[src/rtl/instr_sequencer.sv]
// Fetch/decode/sequence controller: fetches over a req/valid handshake, drives datapath
// control strobes for one EXEC cycle per instruction, and resolves B, CBZ and B.LT.
module instr_sequencer #(
    parameter logic [63:0] RESET_PC = 64'h0
) (
    input  logic        clk,
    input  logic        reset,
    output logic        imem_req,
    output logic [63:0] imem_addr,
    input  logic        imem_valid,
    input  logic [31:0] imem_rdata,
    output logic [31:0] instruction,
    output logic        Reg2Loc,
    output logic        RegWrite,
    output logic        MemWrite,
    output logic        MemToReg,
    output logic        ALUSrc,
    output logic        RightShift,
    output logic        weFlags,
    output logic [2:0]  ALUOp,
    input  logic        zero,
    input  logic        negative,
    input  logic        overflow,
    output logic [63:0] pc,
    output logic        halted
);

    typedef enum logic [1:0] {StFetch, StExec, StHalt} state_e;

    state_e      state;
    logic        dec_legal;
    logic        dec_b;
    logic        dec_cbz;
    logic        dec_blt;
    logic [9:0]  dec_ctrl;  // {R, W, M, T, S, H, F, ALUOp[2:0]}
    logic [63:0] br_off;
    logic [63:0] cond_off;
    logic [63:0] pc_next;
    logic        exec;

    always_comb begin
        dec_legal = 1'b1;
        dec_b     = 1'b0;
        dec_cbz   = 1'b0;
        dec_blt   = 1'b0;
        dec_ctrl  = '0;
        if (instruction[31:22] == 10'b1001000100) begin
            dec_ctrl = 10'b0100100_010;                   // ADDI
        end else if (instruction[31:21] == 11'b10101011000) begin
            dec_ctrl = 10'b1100001_010;                   // ADDS
        end else if (instruction[31:21] == 11'b11101011000) begin
            dec_ctrl = 10'b1100001_011;                   // SUBS
        end else if (instruction[31:21] == 11'b11001010000) begin
            dec_ctrl = 10'b1100000_110;                   // EOR
        end else if (instruction[31:21] == 11'b11111000010) begin
            dec_ctrl = 10'b0101100_010;                   // LDUR
        end else if (instruction[31:21] == 11'b11111000000) begin
            dec_ctrl = 10'b0010100_010;                   // STUR
        end else if (instruction[31:21] == 11'b11010011010) begin
            dec_ctrl = 10'b0100010_000;                   // LSR
        end else if (instruction[31:26] == 6'b000101) begin
            dec_b = 1'b1;
        end else if (instruction[31:24] == 8'b10110100) begin
            dec_cbz = 1'b1;
        end else if (instruction[31:24] == 8'b01010100 && instruction[4:0] == 5'b01011) begin
            dec_blt = 1'b1;
        end else begin
            dec_legal = 1'b0;
        end
    end

    assign br_off   = {{36{instruction[25]}}, instruction[25:0], 2'b00};
    assign cond_off = {{43{instruction[23]}}, instruction[23:5], 2'b00};

    always_comb begin
        if (dec_b) begin
            pc_next = pc + br_off;
        end else if ((dec_cbz && zero) || (dec_blt && (negative != overflow))) begin
            pc_next = pc + cond_off;
        end else begin
            pc_next = pc + 64'd4;
        end
    end

    // Strobes are combinational so a reset during EXEC drops them immediately.
    assign exec = (state == StExec);

    always_comb begin
        Reg2Loc    = exec & dec_ctrl[9];
        RegWrite   = exec & dec_ctrl[8];
        MemWrite   = exec & dec_ctrl[7];
        MemToReg   = exec & dec_ctrl[6];
        ALUSrc     = exec & dec_ctrl[5];
        RightShift = exec & dec_ctrl[4];
        weFlags    = exec & dec_ctrl[3];
        ALUOp      = exec ? dec_ctrl[2:0] : 3'b000;
    end

    assign imem_req  = (state == StFetch);
    assign imem_addr = pc;

    always_ff @(posedge clk or posedge reset) begin
        if (reset) begin
            state       <= StFetch;
            pc          <= RESET_PC;
            instruction <= 32'h0;
            halted      <= 1'b0;
        end else begin
            case (state)
                StFetch: begin
                    if (imem_valid) begin
                        instruction <= imem_rdata;
                        state       <= StExec;
                    end
                end
                StExec: begin
                    if (dec_legal) begin
                        pc    <= pc_next;
                        state <= StFetch;
                    end else begin
                        state  <= StHalt;
                        halted <= 1'b1;
                    end
                end
                default: begin
                    state <= StHalt;
                end
            endcase
        end
    end

endmodule
[config.mk]
export PLATFORM = sky130hd
export DESIGN_NAME = instr_sequencer
export DESIGN_NICKNAME = d
export VERILOG_FILES = /design/src/rtl/instr_sequencer.sv
export SDC_FILE = /design/constraint.sdc
export NUM_CORES = 1
export LEC_CHECK = 0
export CAP_MARGIN = 20
export CORE_ASPECT_RATIO = 0.75
export CORE_MARGIN = 3
export CORE_UTILIZATION = 49
export DETAILED_ROUTE_END_ITERATION = 12
export GPL_ROUTABILITY_DRIVEN = 0
export GPL_TIMING_DRIVEN = 0
export HOLD_SLACK_MARGIN = 0.05
export PLACE_DENSITY_LB_ADDON = 0.3
export SYNTH_ARGS = -nofsm -noshare
export SYNTH_HDL_FRONTEND = slang
export SYNTH_SLANG_ARGS = --single-unit
export TNS_END_PERCENT = 100
[constraint.sdc]
create_clock -name clk -period 6.16 [get_ports clk]
set_input_delay 1.848 -clock clk [delete_from_list [all_inputs] [get_ports clk]]
set_output_delay 1.848 -clock clk [all_outputs]
set_load 0.01 [all_outputs]
==> reports/results.ini <==
[layout]
drive_gt1_frac=0.128
n_antenna_cell=0
syn_to_final_growth_pct=32.4
regArea_mm2=0.00243
multiInputGateArea_mm2=0.00511
nNetsFinal=1303
final_area_mm2=0.0110
n_fill_cell=1398

[drt]
dr.pass1.iters=6
wl_per_cell_um=18.1
ant_nets=0
vias=8405
drt_iter0_drc=874
route.final.wire_length_mm=25.6
vias_per_cell=5.93
drc=0

[logic_synthesis]
ys_warn_count=0
synth_area_mm2=0.00828
synth_top_area_cell=dfrtp_1
ys_types=76
synth_area_leaders=dfrtp_1, ha_1, buf_4, nand2_1, a21oi_1
ys_async_sr_fraction=1.00
synthCells=985
syn_area_per_cell_um2=8.41
ys.flop_type=dfrtp_1
ys_ff_latch=97
synth-edff-count=0
seq_area_frac_synth=0.293
synth_top_area_share=0.293

[cts]
htree_levels=3
insertion_delay_ns=0.36
cts-hold-fix-buffers=0
clock-sinks=97
clk_pin_slew_ns=0.07
clock_path_buffers=2
post-cts-setup-buffers=0
cts_tree=done
ctsResizeCount=0
root_buffer=clkbuf_16
cts_buffers=9

[die]
die-area_mm2=0.0185
dieHeight_um=119
io_pins=210
core_area_mm2=0.0163
row_count=40
die_x_um=156
start_util=0.509

[placed_design]
dpl_cell_area_mm2=0.0107
io_buffers=205
dpl.hpwl_mm=19.6
dp_slack_ns=-0.333

[critical_path]
critPathTopFamily=compound AO/OA/AOI/OAI gates
worstPathArrival_ns=6.35
cp.depth=18
cp_cell_sequence=clkdlybuf4s50_1, xor2_1, a22o_1, a21o_1, o21ai_1, inv_2, buf_16, ha_1, clkbuf_1, a21oi_1, o21ai_0, a2111oi_1, nor2_1, a31oi_1, a211o_1, a21oi_2, o21a_1, o31ai_1
cp-end-kind=flip-flop
r2r-end=imem_addr[50]$_DFFE_PP0P_
critPathMaxStageDelay_ns=0.53
setup.worst_path.start_class=input port
cp-startpoint=overflow
reg2reg_slack_ns=0.76
critPathSlowestCell=a2111oi_1
r2r_start=instruction[24]$_DFFE_PP0P_
crit_end=imem_addr[50]$_DFFE_PP0P_
critPathBufInv=4
required_ns=6.41
criticalPathCategory=input port to flip-flop
path_max_fanout=26
rr_worst_depth=18

[global_routing]
grt_start_max_net_pins=61
grt_pass1_wl_mm=41.0
antenna_found_initial=0
grt_overflow=0
grt_pass1_vias=7923
grt_usage=0.271

[timing]
clock-skew-final_ns=0.0102
final.period_utilization=0.990
setup_viol=0
slew_violations=0
timing.fmax_mhz=164
tns_ns=0
min_period_ns=6.10
tightest_slew_ns=0.713
hold_violations=0
max_slew_margin=0.525
fin_ws_ns=0.0599

[pwr]
powerDensity_mw_per_mm2=359
ir_worst_vdd_v=0.000227
leakagePower_uw=0.00516

[min_path]
worstHoldPathType=flip-flop to flip-flop

[flow_run]
drv_cap=0

[run_status]
status=completed

[routing by layer]
metal,up-vias,wire length (µm),GRT usage
met5,-,0,0
met4,0,415,0.0590
met3,46,2260,0.0483
met2,426,11300,0.410
met1,3975,11700,0.403
li1,3958,-,-
[per-stage QoR]
| stage | cells | hold WS (ns) | total power, µW | utilization |
|---|---|---|---|---|
| 4_1_cts | 1420 | 0.474 | 3890 | 0.674 |
| 3_5_place_dp | 1405 | 0.455 | 3290 | 0.656 |
| 3_3_place_gp | 1403 | 0.440 | 3240 | 0.652 |
| 2_1_floorplan | 988 | 0.463 | 2490 | - |
| 5_1_grt | 1417 | 0.491 | 4190 | 0.674 |
| 6_report | 1417 | 0.474 | 3940 | 0.674 |
[final cells by class]
type | instances | share of cell area
buffer | 108 | 0.0622
clock buffer | 10 | 0.0218
clock inverter | 5 | 0.00513
inverter | 21 | 0.00741
multi-input combinational | 759 | 0.466
sequential | 97 | 0.221
tap | 210 | 0.0240
timing repair buffer | 207 | 0.192
[where the power goes]
group / total, µW / switching [µW] / internal, µW
Clock: 583 / 259 / 323
Combinational: 2370 / 1270 / 1100
Sequential: 985 / 210 / 774
[registers in the layout, indices dropped and copies added, names as in the netlist]
| register | count |
|---|---|
| halted | 1 |
| instruction | 32 |
| state | 2 |
| imem_addr | 62 |
[worst min-delay path by stage]
stage | cells past startpoint | slack [ns] | endpoint | start
after floorplan | 1 | 0.46 | state[1]$_DFFE_PP0P_ | state[1]$_DFFE_PP0P_
after global placement | 1 | 0.44 | halted$_DFFE_PP0P_ | halted$_DFFE_PP0P_
after detailed placement | 1 | 0.45 | halted$_DFFE_PP0P_ | halted$_DFFE_PP0P_
after CTS | 1 | 0.47 | halted$_DFFE_PP0P_ | halted$_DFFE_PP0P_
after global routing | 1 | 0.49 | halted$_DFFE_PP0P_ | halted$_DFFE_PP0P_
final | 1 | 0.47 | halted$_DFFE_PP0P_ | halted$_DFFE_PP0P_
[cell usage in the layout, fill, tap and decap left out, drive strengths merged, types with 5 or more instances in the layout]
cell type and n:
a22o 18, mux2 32, buf 80, a31oi 7, o21a 21, inv 21
a21oi 77, o211ai 12, a211o 6, clkdlybuf4s50 205, nand2b 5, nand3 24
a21o 39, nor3 20, ha 61, nand2 121, o21bai 10, clkbuf 40
o31ai 7, nor2b 5, nor2 55, nand4 19, o21ai 81, dfrtp 97
and3 8, or3 10, and2 8, xor2 30, xnor2 18
[Yosys cell counts (5+ instances only)]
cell type	n
clkbuf_1	33
a211o_1	6
buf_4	66
buf_2	9
or3_1	10
o21ai_1	9
and2_1	8
nand4_1	19
xor2_1	30
ha_1	61
o21bai_1	10
o21a_1	21
inv_1	21
xnor2_1	18
nor2_1	55
nand2_1	121
o211ai_1	11
mux2_2	32
a22o_1	18
nand3_1	24
and3_1	8
nor2b_1	5
o31ai_1	5
a31oi_1	6
a21o_1	39
o21ai_0	72
dfrtp_1	97
a21oi_1	77
nor3_1	17
[logic make-up (layout without fill, tap and decap cells)]
| kind of cell | Yosys count | after routing | share of synthesized area |
|---|---|---|---|
| AOI/OAI and AO/OA | 310 | 310 | 0.245 |
| and+or+nand+nor | 302 | 302 | 0.179 |
| buffers and inverters | 132 | 351 | 0.0929 |
| DFF | 97 | 97 | 0.293 |
| adders and majority gates | 62 | 62 | 0.0945 |
| xor gates and xnor gates | 48 | 48 | 0.0507 |
| muxes | 33 | 33 | 0.0447 |
| other | 1 | 4 | 0.000453 |
(Power assumes the default switching activity.)
